<file path="src/rtl/rvseed_test_mon_pkg.sv">
// Shared register numbers, data width and monitor state encodings for rvseed_test_mon.
// Snoops the write port only, so there is no latency or backpressure of its own.
package rvseed_test_mon_pkg;

  localparam int CPU_WIDTH = 32;

  localparam logic [4:0] REG_GP  = 5'd3;
  localparam logic [4:0] REG_S10 = 5'd26;
  localparam logic [4:0] REG_S11 = 5'd27;

  typedef enum logic [2:0] {
    MON_RUN   = 3'd0,
    MON_DRAIN = 3'd1,
    MON_PASS  = 3'd2,
    MON_FAIL  = 3'd3,
    MON_TMO   = 3'd4
  } mon_state_e;

  function automatic logic is_terminal(input mon_state_e s);
    return (s == MON_PASS) || (s == MON_FAIL) || (s == MON_TMO);
  endfunction

endpackage

</file>
<file path="src/rtl/rvseed_test_mon_sat_cnt.sv">
// Saturating up-counter with sync clear and a registered-value match flag.
// One edge per increment; no backpressure, it simply stops at all-ones.
module rvseed_test_mon_sat_cnt #(
  parameter int          W     = 32,
  parameter logic [W-1:0] MATCH = '1
) (
  input  logic         clk,
  input  logic         rst_n,
  input  logic         clr,
  input  logic         en,
  output logic [W-1:0] cnt,
  output logic         hit
);

  always_ff @(posedge clk or negedge rst_n) begin
    if (!rst_n) begin
      cnt <= '0;
    end else if (clr) begin
      cnt <= '0;
    end else if (en && !(&cnt)) begin
      cnt <= cnt + W'(1);
    end
  end

  assign hit = (cnt == MATCH);

endmodule

</file>
<file path="src/rtl/rvseed_test_mon.sv">
// End-of-test monitor: x26=1 ends the test, x27 decides pass/fail, x3 is the test number.
// Status asserts two edges after the x26 write; snoop only, never stalls the core.
module rvseed_test_mon
  import rvseed_test_mon_pkg::*;
#(
  parameter int TIMEOUT_CYC = 50000,
  parameter int CNT_W       = 32
) (
  input  logic                 clk,
  input  logic                 rst_n,
  input  logic                 clr,
  input  logic                 rf_wen,
  input  logic [4:0]           rf_waddr,
  input  logic [CPU_WIDTH-1:0] rf_wdata,
  output logic                 done,
  output logic                 pass,
  output logic                 fail,
  output logic                 timeout,
  output logic [CPU_WIDTH-1:0] fail_testnum,
  output logic [CNT_W-1:0]     cycle_cnt
);

  localparam logic [CNT_W-1:0] TMO_LAST = CNT_W'(TIMEOUT_CYC - 1);

  mon_state_e           state_q, state_d;
  logic [CPU_WIDTH-1:0] shadow_x3, shadow_x27;
  logic [CPU_WIDTH-1:0] eff_x3, eff_x27;
  logic                 wr_x3, wr_x27, end_trig, live, tmo_hit;

  assign live = (state_q == MON_RUN) || (state_q == MON_DRAIN);

  rvseed_test_mon_sat_cnt #(
    .W     (CNT_W),
    .MATCH (TMO_LAST)
  ) u_sat_cnt (
    .clk   (clk),
    .rst_n (rst_n),
    .clr   (clr),
    .en    (live),
    .cnt   (cycle_cnt),
    .hit   (tmo_hit)
  );

  // Same-edge writes bypass the shadows so the DRAIN decision sees them.
  always_comb begin
    wr_x3    = rf_wen && (rf_waddr == REG_GP);
    wr_x27   = rf_wen && (rf_waddr == REG_S11);
    end_trig = rf_wen && (rf_waddr == REG_S10) && (rf_wdata == CPU_WIDTH'(1));
    eff_x3   = wr_x3  ? rf_wdata : shadow_x3;
    eff_x27  = wr_x27 ? rf_wdata : shadow_x27;
    state_d  = state_q;
    case (state_q)
      MON_RUN: begin
        if (end_trig)     state_d = MON_DRAIN;
        else if (tmo_hit) state_d = MON_TMO;
      end
      MON_DRAIN: state_d = (eff_x27 == CPU_WIDTH'(1)) ? MON_PASS : MON_FAIL;
      default:   state_d = state_q;
    endcase
  end

  always_ff @(posedge clk or negedge rst_n) begin
    if (!rst_n) begin
      state_q      <= MON_RUN;
      shadow_x3    <= '0;
      shadow_x27   <= '0;
      fail_testnum <= '0;
    end else if (clr) begin
      state_q      <= MON_RUN;
      shadow_x3    <= '0;
      shadow_x27   <= '0;
      fail_testnum <= '0;
    end else begin
      state_q <= state_d;
      if (live && wr_x3)  shadow_x3  <= rf_wdata;
      if (live && wr_x27) shadow_x27 <= rf_wdata;
      if (live && is_terminal(state_d)) fail_testnum <= eff_x3;
    end
  end

  assign done    = is_terminal(state_q);
  assign pass    = (state_q == MON_PASS);
  assign fail    = (state_q == MON_FAIL);
  assign timeout = (state_q == MON_TMO);

endmodule

</file>
<file path="config.mk">
export PLATFORM = sky130hd
export DESIGN_NAME = rvseed_test_mon
export DESIGN_NICKNAME = d
export VERILOG_FILES = /design/src/rtl/rvseed_test_mon_pkg.sv /design/src/rtl/rvseed_test_mon_sat_cnt.sv /design/src/rtl/rvseed_test_mon.sv
export SDC_FILE = /design/constraint.sdc
export NUM_CORES = 1
export LEC_CHECK = 0
export ABC_AREA = 1
export CORE_MARGIN = 5
export CORE_UTILIZATION = 59
export DETAILED_ROUTE_END_ITERATION = 6
export PLACE_DENSITY = 0.91
export SLEW_MARGIN = 10
export SYNTH_ARGS = -nofsm -noshare
export SYNTH_HDL_FRONTEND = slang
export SYNTH_HIERARCHICAL = 1
export SYNTH_SLANG_ARGS = --single-unit
export TNS_END_PERCENT = 100
</file>
<file path="constraint.sdc">
create_clock -name clk -period 4.8 [get_ports clk]
set_input_delay 1.44 -clock clk [delete_from_list [all_inputs] [get_ports clk]]
set_output_delay 1.44 -clock clk [all_outputs]
set_load 0.01 [all_outputs]
</file>
==> run summary, run 1 <==
The flow ran to the end, and the final reports show no timing, DRC or antenna violations. The number of enable-type register cells in the synthesized netlist was 0. The HPWL after detailed placement is 12.9 mm. For this run, design rule violations remaining after detail routing come to 0.

Synthesis produced a netlist with a net count of 987. The net total in the final layout was 1075; the number of hold-repair buffers added at the cts stage was 0. The tools report the static leakage as 0.00402 uW.

The mean cell area of the mapped netlist came out at 7.42 um^2. The number of different library cells used by synthesis comes to 36. The multi-input combinational cells in the finished layout cover a total of 3200 um^2. The logs give 109 for the top-level I/O count and 0 for the antenna diode instance count. The logs give 0 for the initial antenna violation count and 2 for the maximum buffer depth of the clock tree. The total routing usage reported by global routing is 26.9%. The first global-routing pass estimated 30.8 mm of wire.

In this run the worst path has a maximum fanout of 64. For the worst setup path, the data required time is 5.13 ns. The post-synthesis instance area was 7010 um^2.

Once detail routing completed, the nets flagged for antenna violations numbered 0. Max-cap violations in this run came to 0. The logs give 4 for the number of H-tree levels and 19.1 mm for the wire length reported by the detailed router. The first routing iteration left 1027 violations. For the number of vias after detailed routing, the log shows 6829. Registers take 3280 um^2. The count of cells in the finished layout, fillers not included, comes to 1187.

Synthesis inferred 131 register bits. CTS sink count: 131. Counting cells, the worst reg-to-reg path comes to 10. In the final layout, the share of cells above drive strength 1 is 6.80%. At the pin with the least slew margin, the transition time is 0.880 ns.

The floorplan step set the die width to 119 um. The die is 119 um tall. Once the floorplan was initialized, standard cells occupied 60.9% of the core.

The total overflow left after global routing is 0. Dividing the detail-routed wire length by the instance count gives 16.1 um. For this run, the detailed router's first-pass iteration total came to 7.

Entering global routing, the biggest net connects 79 pins. The tools report the number of placed cells counting well taps as 1157. Area inside the core boundary: 11500 um^2. The tools report the sequential share of the synthesized area as 46.8%. The critical path in this run is classified as in -> reg.

Adding up every negative setup slack in the final design gives 0 ns. The via count of the first global-routing pass came out at 6232. The most used flip-flop cell after synthesis is sky130_fd_sc_hd__dfrtp_1. After synthesis, the most frequently instantiated cells are sky130_fd_sc_hd__nand2_1 (293), sky130_fd_sc_hd__dfrtp_1 (131), sky130_fd_sc_hd__nor2_1 (111). During synthesis, Yosys emitted a total of 6 warnings. The instance count along the most critical hold path was 2.

The tools report the type of element launching the critical path as an input pin. The run gives 945 as the number of cells produced by synthesis. For the tightest slew margin relative to the limit, the log shows 41.3%.

By instance count, the leading cell after synthesis is sky130_fd_sc_hd__nand2_1. Setup violations remaining at the end of the flow were counted as 0. For the reg2reg setup slack, the log shows 2.21 ns. TritonCTS built the clock tree. The tools report the max-slew violation count as 0. The worst setup path is captured at a flop. The worst hold path startpoint is shadow_x3[1].

After floorplanning, the core was divided into 39 placement rows. The min-delay analysis places its worst path in the category reg -> reg. The maximum VDD drop is 0.000256 V.

For the worst slack on hold paths, the log shows 0.481 ns. Setup repair after global routing left no endpoint under its margin. Of the available clock period, the critical path in the final layout requires 72.2%. At the worst endpoint, the arrival time is 3.79 ns. Post-CTS repair changed the size of 0 cells. After filler insertion, the fill cell instance count of the layout stands at 803.

The run gives 0.951 as the final weighted congestion in routability-driven placement. The path with the worst hold slack has its endpoint at shadow_x3[1]. Cell taking the most area after synthesis: sky130_fd_sc_hd__dfrtp_1. The run gives 0.00414 ns as the post-route clock skew. In this run the critical register-to-register path is launched from u_sat_cnt/cnt[30]. Port buffering added 108 buffers. For the finished layout, the period the worst path requires is 3.46 ns. Compared with the post-synthesis result, the final layout area differs by 23.6%.

Yosys attributes the largest share of cell area to sky130_fd_sc_hd__dfrtp_1 (47%), sky130_fd_sc_hd__nand2_1 (16%), sky130_fd_sc_hd__nor2_1 (5.9%). CTS placed an instance of sky130_fd_sc_hd__clkbuf_16 at the clock tree root. The share of synthesized area in the top cell type comes to 46.8%.

For this run, asynchronously set or reset flops after synthesis account for 100%. Static timing analysis puts the maximum clock frequency at 289 MHz. The run gives 17 as the clock buffer count from CTS.

At the later pin of the worst-skew pair, clock insertion delay measures 0.43 ns. The endpoint of the worst register-to-register path was fail_testnum[15]. After detailed routing, the number of vias per cell comes to 5.75. Final-report hold violation count: 0. After clock tree synthesis, the setup repair step added 0 buffers. The floorplan step defined a die boundary enclosing 14200 um^2. The clock transition time at the flip-flop clock pins of the worst setup and hold paths is 0.05 ns, and the power density normalized to cell area is 318 nW/um^2.
[cell type report]
class / count / share of cell area (%)
clock inverter: 4 / 0.520
tap: 143 / 2.07
inverter: 74 / 3.26
clock buffer: 26 / 6.11
sequential: 131 / 37.8
timing repair buffer: 116 / 13.3
multi-input combinational: 693 / 36.9
[logic make-up after synthesis]
logic type	synth area share, %
simple gates	34.7
flops	46.8
compound gates	8.91
buf+inv	7.80
xor+xnor	0.875
mux	0.803
fa+ha+maj	0.178
[registers in the layout (all words and copies together) (netlist names)]
register	flops
shadow_x3	32
state_q	3
fail_testnum	32
shadow_x27	32
u_sat_cnt/cnt	32
[report_power, final]
part / leakage [uW] / internal, uW / switching (uW) / total [uW]
registers: 0.00176 / 1160 / 34.4 / 1200
clock network: 0.000288 / 800 / 458 / 1260
logic: 0.00196 / 111 / 194 / 305
[through the flow]
stage	worst slack [ns]	cell area [um^2]	utilization [%]	power, uW
floorplan	2.32	7010	-	1380
global route	1.15	8660	75.2	2850
finish	1.34	8660	75.2	2760
global placement	1.07	8090	70.2	1500
CTS	1.36	8660	75.2	2760
detailed placement	0.966	8090	70.2	1510
[layout by cell type, fill, tap and decap left out, drive strengths merged, types with 3 or more instances in the layout]
master	n
nand2	301
dfrtp	131
nor2	122
clkdlybuf4s50	107
o21ai	91
nand3	78
inv	73
nand4	43
a21oi	30
clkbuf	26
buf	9
nor3	6
mux2	5
nor4	4
xnor2	4
clkinv	4
xor2	3
[metal layers]
layer | wire length, um | part of all wire (%) | global-route usage, %
met1 | 8090 | 42 | 37.6
met2 | 8740 | 46 | 40.3
met3 | 1970 | 10 | 8.25
met4 | 257 | 1.3 | 9.05
met5 | 0 | 0 | 0
[worst max path at each step]
| stage | start | end | slack (ns) | cells past startpoint |
|---|---|---|---|---|
| 2_1_floorplan | rf_waddr[3] | fail_testnum[1] | 2.32 | 7 |
| 3_3_place_gp | clr | shadow_x27[19] | 1.07 | 5 |
| 3_5_place_dp | clr | shadow_x27[13] | 0.97 | 5 |
| 4_1_cts | state_q[0] | done | 1.36 | 4 |
| 5_1_grt | clr | shadow_x27[13] | 1.15 | 5 |
| 6_report | clr | shadow_x27[8] | 1.34 | 6 |
[critical path, cell delays in order]
cell	delay, ns
sky130_fd_sc_hd__clkdlybuf4s50_1	0.77
sky130_fd_sc_hd__inv_2	0.52
sky130_fd_sc_hd__nand2_1	0.12
sky130_fd_sc_hd__inv_2	0.65
sky130_fd_sc_hd__nand2_1	0.14
sky130_fd_sc_hd__o21ai_0	0.14
No activity file was read; power rests on OpenSTA's default activity.
==> run 2, diff against run 1 <==
--- a/config.mk
+++ b/config.mk
@@ -7,9 +7,9 @@
 export LEC_CHECK = 0
 export ABC_AREA = 1
 export CORE_MARGIN = 5
-export CORE_UTILIZATION = 59
+export CORE_UTILIZATION = 49
 export DETAILED_ROUTE_END_ITERATION = 6
-export PLACE_DENSITY = 0.91
+export PLACE_DENSITY = 0.82
 export SLEW_MARGIN = 10
 export SYNTH_ARGS = -nofsm -noshare
 export SYNTH_HDL_FRONTEND = slang
==> constraint.sdc (replaced) <==
create_clock -name clk -period 3.1 [get_ports clk]
set_input_delay 0.93 -clock clk [delete_from_list [all_inputs] [get_ports clk]]
set_output_delay 0.93 -clock clk [all_outputs]
set_load 0.01 [all_outputs]
==> run summary, run 2 (synthesis gave the netlist of run 1 again) <==
The run finished with clean final reports. The final-report hold violation count is 0 (unchanged). The initial antenna violation count was 0 (unchanged). The kind of cell with the highest combined delay along the critical path is buffers and inverters. The horizontal die dimension was 130 um (+8.9%); the number of setup violations in the final report was 0 (unchanged).

The run gives 0.42 ns (about the same) as the insertion delay to the later sink of the worst-skew pair. The area of the die came out at 16800 um^2 (+19%). The detail-routed via count per cell came out at 5.52 (-4.0%). The clock transition time at the flip-flop clock pins of the worst setup and hold paths is 0.06 ns (about the same). The pin count of the biggest net entering global routing is 101 (+28%). The critical register-to-register path startpoint was u_sat_cnt/cnt[30]. Leaving out fill and tap cells, the most frequent cells in the layout are sky130_fd_sc_hd__nand2_1 (293), sky130_fd_sc_hd__dfrtp_1 (131), sky130_fd_sc_hd__nor2_1 (111).

The number of search-and-repair iterations in the first detailed-routing pass is 5 (-2), and the final-layout setup total negative slack is 0 ns (unchanged). The logs give 0 (unchanged) for the global-route congestion overflow total and 43 (+10%) for the row count. The combined buffer and inverter count along the critical path works out to 2 (-1). The startpoint identified for the worst hold timing path is state_q[2]. The run gives 2 (unchanged) as the maximum buffer depth of the clock tree. The run gives 6101 (-2.1%) as the via count of the first global-routing pass. Hold path endpoint: state_q[1].

The vertical die dimension was 130 um (+8.9%). The slowest stage of the critical path belongs to the cell sky130_fd_sc_hd__clkdlybuf4s50_1. The wire length reported by the detailed router came out at 19.1 mm (about the same). For the starting density of the core, the log shows 50.3% (-11 points). The worst-path maximum fanout is 6 (-91%). For the starting DRC count in detailed routing, the log shows 767 (-25%).

The area growth from synthesis to layout is 25.5%. The logs give 131 (unchanged) for the CTS sink count and 13.4 mm (+3.8%) for the total half-perimeter wirelength after legalization and detailed placement. Walking the worst path, the cells encountered are nor2_1, inv_1, nor2_1, clkdlybuf4s50_1. The post-route standard cell area excluding fillers was 8800 um^2 (+1.5%); the minimum clock period after layout was 2.75 ns. Post-route clock skew: 0.00819 ns (+0.00405 ns). Critical path endpoint category: a primary output.

The top-level I/O count came out at 109 (unchanged). Static timing analysis puts the maximum clock frequency at 363 MHz. CTS placed an instance of sky130_fd_sc_hd__clkbuf_16 at the clock tree root. The area inside the core boundary is 13900 um^2 (+21%). The instance count along the most critical hold path is 1 (-1).

The delay of the slowest cell on the worst path is 0.58 ns (-0.19 ns), and the final setup slack of the worst path is 0.346 ns (-0.990 ns). The post-route DRC violation count was 0 (unchanged). The net total in the final layout is 1080 (+0.47%), and the cell depth of the worst flop-to-flop path is 10 (unchanged). The share of post-route cells with drive strength above 1 is 7.52% (+0.72 points), and the final weighted congestion in routability-driven placement is 0.938 (-1.3%).

The arrival time at the worst endpoint is 1.82 ns (-1.97 ns), and the number of nets with antenna violations after routing is 0 (unchanged). The tools report the static leakage as 0.00405 uW (+0.80%). The classification of the worst-slack hold path was reg -> reg. By startpoint and endpoint, the worst setup path is classified as reg -> out. The required time of the critical path is 2.17 ns (-2.96 ns). The count of buffers inserted at the top-level ports was 108 (unchanged). Setup repair after global routing left no endpoint under its margin.

The measured slew at the worst slew-check pin is 0.885 ns (+0.00540 ns). The antenna diode instance count is 0 (unchanged), and the power density normalized to cell area is 495 nW/um^2 (+56%). The tightest slew margin relative to the limit is 40.9% (-0.36 points).

Counting stages on the worst path, the most repeated cell is sky130_fd_sc_hd__nor2_1. The pre-CTS worst setup slack was 0.289 ns (-0.677 ns). The tools report the number of buffers inserted to repair setup after CTS as 0 (unchanged). The total routing usage reported by global routing was 23.2% (-3.8 points). The first-pass GRT wire length was 30.7 mm (-0.36%); the number of H-tree levels was 4 (unchanged). The clock buffer count from CTS is 17 (unchanged).

The logs give 0.000294 V (+15%) for the maximum VDD drop and 6795 (-0.50%) for the number of vias after detailed routing. The number of maximum-capacitance violations came out at 0 (unchanged). The number of hold-repair buffers added at the cts stage is 0 (unchanged). The tools report the max-slew violation count as 0 (unchanged).

Post-placement cell area: 8200 um^2 (+1.3%). The final cycle utilization of the critical path is 88.8%. TritonCTS built the clock tree.

The number of instances resized during post-cts repair came out at 0 (unchanged). The worst register-to-register path ends at fail_testnum[28]. The run gives 0.64 ns (-1.57 ns) as the reg2reg setup slack. The commonest non-fill, non-tap cell in the layout was sky130_fd_sc_hd__nand2_1. Average detailed-routed wire length per instance: 15.5 um (-3.5%). STA classifies the critical path startpoint as a flop.
[run 2: worst max-delay path by stage]
stage / startpoint / end / cells past startpoint / slack (ns)
3_3_place_gp: rf_wdata[22] / fail_testnum[9] / 12 / 0.35
6_report: state_q[0] / timeout / 4 / 0.35
4_1_cts: state_q[0] / timeout / 4 / 0.34
5_1_grt: state_q[0] / done / 4 / 0.29
3_5_place_dp: rf_waddr[0] / shadow_x27[13] / 7 / 0.29
2_1_floorplan: rf_waddr[3] / fail_testnum[1] / 7 / 1.13
[run 2: stage by stage]
stage	utilization [%]	total power (uW)	std cells	hold slack, ns
global route	63.1	4520	1230	0.511
finish	63.1	4360	1230	0.478
detailed placement	58.8	2350	1199	0.469
floorplan	-	2140	945	0.444
CTS	63.1	4380	1230	0.473
global placement	58.8	2340	1199	0.457
[run 2: area by class of cell]
cell class	count	area, um^2
Clock buffer	18	439
Clock inverter	13	159
Fill cell	1192	5140
Inverter	74	283
Multi-Input combinational cell	693	3200
Sequential cell	131	3280
Tap cell	180	225
Timing Repair Buffer	121	1210
[run 2: metal layers]
metal  part of all wire, %  GRT usage (%)
met5                     0              0
met2                    44           33.6
met1                    46           34.2
met3                   8.3           5.23
met4                   1.8           8.19
[run 2: worst register-to-register path, stage by stage (launching register included)]
cell                      delay, ns
sky130_fd_sc_hd__dfrtp_1       0.46
sky130_fd_sc_hd__nor4_1        0.53
sky130_fd_sc_hd__nand4_1       0.22
sky130_fd_sc_hd__nor2_1        0.16
sky130_fd_sc_hd__inv_1         0.05
sky130_fd_sc_hd__nor2_1        0.19
sky130_fd_sc_hd__nand2_2       0.10
sky130_fd_sc_hd__nand2_4       0.17
sky130_fd_sc_hd__nand2_4       0.24
sky130_fd_sc_hd__nand3_1       0.15
sky130_fd_sc_hd__nand2_1       0.07
[run 2: power by group]
| group | internal (uW) | switching (uW) | leakage, uW |
|---|---|---|---|
| Combinational | 178 | 302 | 0.00199 |
| Clock | 1280 | 743 | 0.000288 |
| Sequential | 1800 | 56.0 | 0.00176 |
| Total | 3250 | 1100 | 0.00405 |
